==> src/rtl/cast_req_arbiter.sv <==
// -----------------------------------------------------------------------------
// cast_req_arbiter
//
// Purpose:
//   Round-robin arbiter that shares one 4-bit -> 8-bit cast unit among NREQ
//   operand producers. The cast unit supports four operations:
//     00 zero-extend, 01 sign-extend, 10 negate, 11 absolute value.
//   The winning request is cast and written into a single registered result
//   slot, tagged with the winner's index. The slot drains and refills in the
//   same edge, so a steady stream achieves one result per cycle.
//
// Ports:
//   clk          clock, all state changes on the rising edge
//   rst          synchronous active-high reset
//   req_valid    [NREQ]    per-requester request valid
//   req_ready    [NREQ]    per-requester accept (one-hot or zero)
//   req_op       [2*NREQ]  opcode of requester i at [2i+1:2i]
//   req_data     [4*NREQ]  operand of requester i at [4i+3:4i]
//   rsp_valid    result slot holds a valid result
//   rsp_ready    consumer accepts the result
//   rsp_data     [8]       cast result
//   rsp_id       [IDW]     index of the requester that produced rsp_data
//
// Optional build macro CAST_ARB_STATS_EN adds:
//   grant_count  [16]  saturating count of grants
//   stall_count  [16]  saturating count of back-pressured cycles with
//                      pending requests
// -----------------------------------------------------------------------------
module cast_req_arbiter #(
  parameter int NREQ = 4,
  parameter int IDW  = 2
) (
  input  logic                clk,
  input  logic                rst,
  input  logic [NREQ-1:0]     req_valid,
  output logic [NREQ-1:0]     req_ready,
  input  logic [2*NREQ-1:0]   req_op,
  input  logic [4*NREQ-1:0]   req_data,
  output logic                rsp_valid,
  input  logic                rsp_ready,
  output logic [7:0]          rsp_data,
  output logic [IDW-1:0]      rsp_id
`ifdef CAST_ARB_STATS_EN
  ,
  output logic [15:0]         grant_count,
  output logic [15:0]         stall_count
`endif
);

  // ---------------------------------------------------------------------------
  // Shared cast unit
  // ---------------------------------------------------------------------------
  function automatic logic [7:0] cast8(input logic [1:0] op, input logic [3:0] a);
    logic [7:0] zx;
    logic [7:0] sx;
    logic [7:0] neg;
    zx  = {4'b0000, a};
    sx  = {{4{a[3]}}, a};
    neg = ~sx + 8'd1;           // two's complement of the sign-extended value
    case (op)
      2'b00:   cast8 = zx;
      2'b01:   cast8 = sx;
      2'b10:   cast8 = neg;
      default: cast8 = a[3] ? neg : zx;  // -8 maps to +8, fits in 8 bits
    endcase
  endfunction

  // ---------------------------------------------------------------------------
  // Slot FSM and state
  // ---------------------------------------------------------------------------
  typedef enum logic {
    S_EMPTY = 1'b0,
    S_FULL  = 1'b1
  } state_t;

  state_t         state_q, state_d;
  logic [IDW-1:0] ptr_q, ptr_d;
  logic [7:0]     data_q, data_d;
  logic [IDW-1:0] id_q, id_d;

  logic           can_accept;
  logic           any_valid;
  logic           grant;

  // ---------------------------------------------------------------------------
  // Round-robin search
  //
  // The request vector is rotated so that bit 0 corresponds to ptr_q; a
  // simple lowest-set-bit priority pick then yields the first valid requester
  // at or above ptr_q with wrap. The one-hot pick is rotated back to the
  // original requester positions.
  // ---------------------------------------------------------------------------
  logic [NREQ-1:0] rot_valid;
  logic [NREQ-1:0] seen;        // seen[k]: some rotated bit below k is set
  logic [NREQ-1:0] rot_pick;
  logic [NREQ-1:0] gnt_oh;
  logic [2*NREQ-1:0] pick_ext;

  assign rot_valid = NREQ'({req_valid, req_valid} >> ptr_q);
  assign seen[0]   = 1'b0;

  genvar gi;
  generate
    for (gi = 1; gi < NREQ; gi++) begin : g_seen
      assign seen[gi] = seen[gi-1] | rot_valid[gi-1];
    end
    for (gi = 0; gi < NREQ; gi++) begin : g_pick
      assign rot_pick[gi] = rot_valid[gi] & ~seen[gi];
    end
  endgenerate

  assign pick_ext = {{NREQ{1'b0}}, rot_pick} << ptr_q;
  assign gnt_oh   = pick_ext[NREQ-1:0] | pick_ext[2*NREQ-1:NREQ];

  // One-hot to index and operand selection as AND-OR chains.
  logic [IDW-1:0] idx_acc  [NREQ+1];
  logic [1:0]     op_acc   [NREQ+1];
  logic [3:0]     opd_acc  [NREQ+1];

  assign idx_acc[0] = '0;
  assign op_acc[0]  = '0;
  assign opd_acc[0] = '0;

  generate
    for (gi = 0; gi < NREQ; gi++) begin : g_sel
      assign idx_acc[gi+1] = idx_acc[gi] | (gnt_oh[gi] ? IDW'(gi) : '0);
      assign op_acc[gi+1]  = op_acc[gi]  | (req_op[2*gi +: 2]   & {2{gnt_oh[gi]}});
      assign opd_acc[gi+1] = opd_acc[gi] | (req_data[4*gi +: 4] & {4{gnt_oh[gi]}});
    end
  endgenerate

  logic [IDW-1:0] gnt_idx;
  logic [1:0]     gnt_op;
  logic [3:0]     gnt_opd;
  logic [7:0]     cast_res;

  assign gnt_idx  = idx_acc[NREQ];
  assign gnt_op   = op_acc[NREQ];
  assign gnt_opd  = opd_acc[NREQ];
  assign cast_res = cast8(gnt_op, gnt_opd);

  // ---------------------------------------------------------------------------
  // Accept / grant qualification
  // ---------------------------------------------------------------------------
  assign any_valid  = |req_valid;
  assign can_accept = (state_q == S_EMPTY) || rsp_ready;
  // Grants are suppressed in the reset cycle so nothing is handed out that
  // the reset edge would then discard.
  assign grant      = can_accept && any_valid && !rst;
  assign req_ready  = grant ? gnt_oh : '0;

  // ---------------------------------------------------------------------------
  // FSM: state register
  // ---------------------------------------------------------------------------
  always_ff @(posedge clk) begin
    if (rst) begin
      state_q <= S_EMPTY;
    end else begin
      state_q <= state_d;
    end
  end

  // ---------------------------------------------------------------------------
  // FSM: next-state logic
  // ---------------------------------------------------------------------------
  always_comb begin
    state_d = state_q;
    case (state_q)
      S_EMPTY: begin
        if (grant) state_d = S_FULL;
      end
      S_FULL: begin
        // A grant while FULL implies rsp_ready, so the slot refills in place.
        if (grant)          state_d = S_FULL;
        else if (rsp_ready) state_d = S_EMPTY;
      end
      default: state_d = S_EMPTY;
    endcase
  end

  // ---------------------------------------------------------------------------
  // FSM: output logic
  // ---------------------------------------------------------------------------
  always_comb begin
    rsp_valid = (state_q == S_FULL);
  end

  // ---------------------------------------------------------------------------
  // Result slot and round-robin pointer
  // ---------------------------------------------------------------------------
  always_comb begin
    data_d = data_q;
    id_d   = id_q;
    ptr_d  = ptr_q;
    if (grant) begin
      data_d = cast_res;
      id_d   = gnt_idx;
      ptr_d  = (gnt_idx == IDW'(NREQ-1)) ? '0 : gnt_idx + IDW'(1);
    end
  end

  always_ff @(posedge clk) begin
    if (rst) begin
      data_q <= 8'h00;
      id_q   <= '0;
      ptr_q  <= '0;
    end else begin
      data_q <= data_d;
      id_q   <= id_d;
      ptr_q  <= ptr_d;
    end
  end

  assign rsp_data = data_q;
  assign rsp_id   = id_q;

`ifdef CAST_ARB_STATS_EN
  // ---------------------------------------------------------------------------
  // Saturating statistics counters
  // ---------------------------------------------------------------------------
  logic [15:0] grant_cnt_q, grant_cnt_d;
  logic [15:0] stall_cnt_q, stall_cnt_d;
  logic        stall_cycle;

  assign stall_cycle = (state_q == S_FULL) && !rsp_ready && any_valid;

  always_comb begin
    grant_cnt_d = grant_cnt_q;
    stall_cnt_d = stall_cnt_q;
    if (grant && (grant_cnt_q != 16'hFFFF))       grant_cnt_d = grant_cnt_q + 16'd1;
    if (stall_cycle && (stall_cnt_q != 16'hFFFF)) stall_cnt_d = stall_cnt_q + 16'd1;
  end

  always_ff @(posedge clk) begin
    if (rst) begin
      grant_cnt_q <= 16'h0000;
      stall_cnt_q <= 16'h0000;
    end else begin
      grant_cnt_q <= grant_cnt_d;
      stall_cnt_q <= stall_cnt_d;
    end
  end

  assign grant_count = grant_cnt_q;
  assign stall_count = stall_cnt_q;
`endif

endmodule

==> config.mk <==
export PLATFORM = sky130hd
export DESIGN_NAME = cast_req_arbiter
export DESIGN_NICKNAME = d
export VERILOG_FILES = /design/src/rtl/cast_req_arbiter.sv
export SDC_FILE = /design/constraint.sdc
export NUM_CORES = 1
export LEC_CHECK = 0
export ABC_AREA = 1
export BUFFER_PORTS_ARGS = -buffer_cell sky130_fd_sc_hd__buf_2
export CAP_MARGIN = 20
export CORE_MARGIN = 1.5
export CORE_UTILIZATION = 54
export DETAILED_ROUTE_END_ITERATION = 16
export MAX_ROUTING_LAYER = met4
export PLACE_DENSITY = 0.85
export SYNTH_ARGS = -nofsm -noshare
export SYNTH_HDL_FRONTEND = slang
export SYNTH_SLANG_ARGS = --single-unit
==> constraint.sdc <==
create_clock -name clk -period 6.4 [get_ports clk]
set_clock_uncertainty 0.05 [all_clocks]
set_input_delay 1.28 -clock clk [delete_from_list [all_inputs] [get_ports clk]]
set_output_delay 1.28 -clock clk [all_outputs]
set_load 0.01 [all_outputs]
==> out/qor.log <==
qor: outcome.outcome finished clean
qor: power.p_sw_frac 0.5702
qor: placement.place.gp.congestion 0.8676
qor: min_path.whs_path_depth 2
qor: clock_network.numCtsBuffers 3
qor: clock_network.cts.clk_slew.worst_paths 0.07 ns
qor: run.max_cap_violations 0
qor: power.share_comb_of_total_power 0.770
qor: power.power.ir.vdd_worst 0.3246 mV
qor: floorplanning.fp.dieW 52.72 um
qor: floorplanning.core_region 2276 um2
qor: floorplanning.design.portCount 46
qor: power.cellPowerDensity 534.1 nW/um2
qor: power.power_total 0.8554 mW
qor: worst_setup_path.crit_slowest_cell sky130_fd_sc_hd__nor4_1
qor: grt.grt_antenna_before_repair 0
qor: timing.postLayoutSetupSlackWorst 2.487 ns
qor: floorplanning.starting_utilization_of_the_core_area 0.5866
qor: worst_setup_path.critical-path-top-delay-family buffers and inverters
qor: power.power.share.clock 0.058
qor: placement.numPortBuffers 45
qor: clock_network.cts.sink_count 13
qor: timing.finalHoldViolCount 0
qor: worst_setup_path.cp_num_buf_inv 4
qor: route.drt_first_iter_violations 30
qor: clock_network.clk_lat_worst_skew 0.27 ns
qor: floorplanning.die_h 52.72 um
qor: worst_setup_path.reg2reg_slack 3.47 ns
qor: worst_setup_path.crit_path_largest_cell_delay 0.37 ns
qor: route.via_per_instance_ratio 5.221
qor: power.seq_power_share 0.171
qor: grt.largest_net_degree_at_the_start_of_global_routing 13
qor: finish.n_antenna_cell 0
qor: route.routedWlPerCell 11.06 um
qor: synth.synth_cell_types 29
qor: grt.overflow 0
qor: finish.post_route_cells_drive_above_1_share 0.3755
qor: worst_setup_path.worst-r2r-cell-count 22
qor: placement.detailed_place.area 1575 um2
qor: floorplanning.fp.dieArea 2779 um2
qor: route.drt_pre_antenna_iters 4
qor: worst_setup_path.critical_path.reg2reg.endpoint rsp_data[6]$_SDFFE_PP0P_
qor: finish.synthesis_to_layout_area_growth 19.96%
qor: worst_setup_path.critical_path_type primary input to output pin
qor: clock_network.clock_tree_from_tritoncts yes
qor: worst_setup_path.crit_path_frequent_cell sky130_fd_sc_hd__buf_2
qor: synth.postSynthCellCount 207
qor: grt.vias_in_the_first_global_route 1,342
qor: route.detailroute.via_count 1,467
qor: worst_setup_path.critical_path_peak_fanout 12
qor: clock_network.post-cts-setup-buffers 0
qor: grt.grt_first_pass_wirelength 5326 um
qor: power.internal_power 0.3677 mW
qor: clock_network.cts_htree_levels 1
qor: timing.final_max_slew_viol_count 0
qor: timing.grt_setup_unrepaired false
qor: synth.ys_ff_latch 13
qor: grt.grt_use_total 0.2503
qor: synth.yosys_warnings 0
qor: finish.filler_cell_count 210
qor: synth.synthesis.area_per_instance 6.449 um2
qor: worst_setup_path.critPathRequiredTime 5.07 ns
qor: route.m1WireLength 1442 um
qor: min_path.hold_path_startpoint rsp_data[7]$_SDFFE_PP0P_
qor: placement.detailedPlacementHpwl 2557 um
qor: synth.synth_area 1335 um2
qor: min_path.whs_endpoint rsp_data[7]$_SDFFE_PP0P_
qor: synth.sequential_cell_area_fraction_in_the_yosys_report 0.1949
qor: timing.finalCritPeriodShare 0.6113
qor: worst_setup_path.crit_path_arrival_time 2.58 ns
qor: min_path.timing.hold.worst.class flop to flop
qor: floorplanning.placement_rows 17
qor: timing.worst_pin_slew 0.5059 ns
qor: route.top_layer_used met4
qor: clock_network.postCtsResizedCells 0
qor: route.remaining_drc_errors 0
qor: power.power.static_leakage 0.8887 nW
qor: route.ant_nets 0
qor: timing.finalSetupTns 0 ns
qor: route.postRouteWirelength 3109 um
qor: worst_setup_path.timing.critical_path.cells buf_2 > nor4_1 > nor3_1 > buf_4 > inv_1 > nor2_1 > buf_2
qor: clock_network.clock_path_buffers 2
qor: placement.detailedPlace.worstSlack 2.488 ns
qor: timing.final.min_clock_period 3.913 ns
qor: finish.final_area 1602 um2
qor: clock_network.master_cell_of_the_clock_root_buffer sky130_fd_sc_hd__clkbuf_4
qor: finish.finalNetCount 291
qor: route.met3_length 189 um
qor: synth.synth.net_count 244
qor: worst_setup_path.crit_path_end_kind output pin
qor: route.met2_length 1456 um
qor: worst_setup_path.worst_r2r_startpoint ptr_q[0]$_SDFFE_PP0P_
qor: timing.max_slew_margin 0.6623
qor: timing.fmaxAchievable 255.6 MHz
qor: worst_setup_path.critPathLaunchType primary input
qor: timing.setup_viol 0
qor: clock_network.post_cts_hold_buffer_count 0
qor: power.switchingPower 0.4877 mW
[state kept, by name, summed over array words and instances (netlist names)]
signal     flops
rsp_valid      1
rsp_data       8
rsp_id         2
ptr_q          2
[power by group through the flow]
stage	Combinational (mW)	Clock, mW	Sequential [mW]
after floorplan	0.531	0	0.144
after global placement	0.644	0	0.148
after detailed placement	0.657	0	0.148
after CTS	0.659	0.0511	0.146
after global routing	0.748	0.0546	0.152
final	0.659	0.0499	0.146
[final cells by class]
cell class	instances	area (um2)	area share
Clock buffer	4	26.28	0.01641
Inverter	27	113.9	0.07109
Multi-Input combinational cell	163	933.4	0.5828
Sequential cell	13	260.3	0.1625
Tap cell	28	35.03	0.02187
Timing Repair Buffer	46	232.7	0.1453
[layout by cell type, fill, tap and decap left out, types with 6 or more instances in the layout]
master                    count
sky130_fd_sc_hd__a21oi_1      7
sky130_fd_sc_hd__ha_1         6
sky130_fd_sc_hd__nor2_1      14
sky130_fd_sc_hd__buf_2       45
sky130_fd_sc_hd__dfxtp_1     13
sky130_fd_sc_hd__nand3_2     12
sky130_fd_sc_hd__nand2_1     54
sky130_fd_sc_hd__nand2_2     12
sky130_fd_sc_hd__inv_1       19
sky130_fd_sc_hd__nand4_1      6
sky130_fd_sc_hd__nand3_1     24
[cells in the mapped netlist]
master / count / area [um2]
sky130_fd_sc_hd__nand2_2: 12 / 75.07
sky130_fd_sc_hd__inv_8: 1 / 11.26
sky130_fd_sc_hd__nor2_2: 5 / 31.28
sky130_fd_sc_hd__a21oi_1: 7 / 35.03
sky130_fd_sc_hd__nand3_2: 12 / 120.1
sky130_fd_sc_hd__inv_1: 19 / 71.32
sky130_fd_sc_hd__clkbuf_1: 1 / 3.750
sky130_fd_sc_hd__buf_2: 1 / 5.000
sky130_fd_sc_hd__a21oi_2: 1 / 8.760
sky130_fd_sc_hd__nor4_1: 1 / 6.260
sky130_fd_sc_hd__buf_6: 1 / 11.26
sky130_fd_sc_hd__o21ai_0: 3 / 15.01
sky130_fd_sc_hd__nand2_4: 4 / 45.04
sky130_fd_sc_hd__a311oi_1: 1 / 8.760
sky130_fd_sc_hd__inv_4: 2 / 12.51
sky130_fd_sc_hd__nor2_1: 14 / 52.55
sky130_fd_sc_hd__clkinv_1: 1 / 3.750
sky130_fd_sc_hd__inv_2: 4 / 15.01
sky130_fd_sc_hd__nand2_1: 54 / 202.7
sky130_fd_sc_hd__ha_1: 6 / 75.07
sky130_fd_sc_hd__dfxtp_1: 13 / 260.3
sky130_fd_sc_hd__nand4_1: 6 / 37.54
sky130_fd_sc_hd__o21ai_1: 3 / 15.01
sky130_fd_sc_hd__o21a_1: 1 / 7.510
sky130_fd_sc_hd__a31oi_1: 1 / 6.260
sky130_fd_sc_hd__buf_4: 1 / 7.510
sky130_fd_sc_hd__nand3_1: 24 / 120.1
sky130_fd_sc_hd__nor2_4: 5 / 56.30
sky130_fd_sc_hd__nor3_1: 3 / 15.01
[per-layer routing]
| layer | global-route usage | up-vias |
|---|---|---|
| li1 | - | 766 |
| met5 | - | - |
| met3 | 0.03143 | 2 |
| met1 | 0.3218 | 651 |
| met4 | 0.03846 | 0 |
| met2 | 0.4271 | 48 |
[worst max path at each step]
| stage | start | end | slack (ns) | depth (start not counted) |
|---|---|---|---|---|
| 2_1_floorplan | req_valid[3] | req_ready[2] | 2.91 | 9 |
| 3_3_place_gp | req_valid[3] | req_ready[1] | 2.47 | 7 |
| 3_5_place_dp | req_valid[3] | req_ready[2] | 2.49 | 7 |
| 4_1_cts | req_valid[3] | req_ready[2] | 2.48 | 7 |
| 5_1_grt | req_valid[3] | req_ready[2] | 2.35 | 7 |
| 6_report | req_valid[3] | req_ready[2] | 2.49 | 7 |
[worst min-delay path, delay by kind of cell (launching register included)]
family	cells	cell delay [ns]
flip-flops	1	0.32
AND/OR/NAND/NOR	1	0.06
AO/OA/AOI/OAI	1	0.05
[metrics by stage]
| step | hold slack (ns) | instances | utilization |
|---|---|---|---|
| after global routing | 0.4451 | 281 | 0.7037 |
| after floorplan | 0.4339 | 207 | - |
| after detailed placement | 0.4125 | 277 | 0.6921 |
| final | 0.4232 | 281 | 0.7037 |
| after CTS | 0.4240 | 281 | 0.7037 |
| after global placement | 0.4076 | 277 | 0.6921 |
[logic make-up after synthesis]
group                    synth area share
AO/OA/AOI/OAI                     0.07216
AND/OR/NAND/NOR                    0.5708
adder cells (fa/ha/maj)           0.05623
buffers and inverters              0.1059
flip-flops                         0.1949
(Power assumes the default switching activity.)
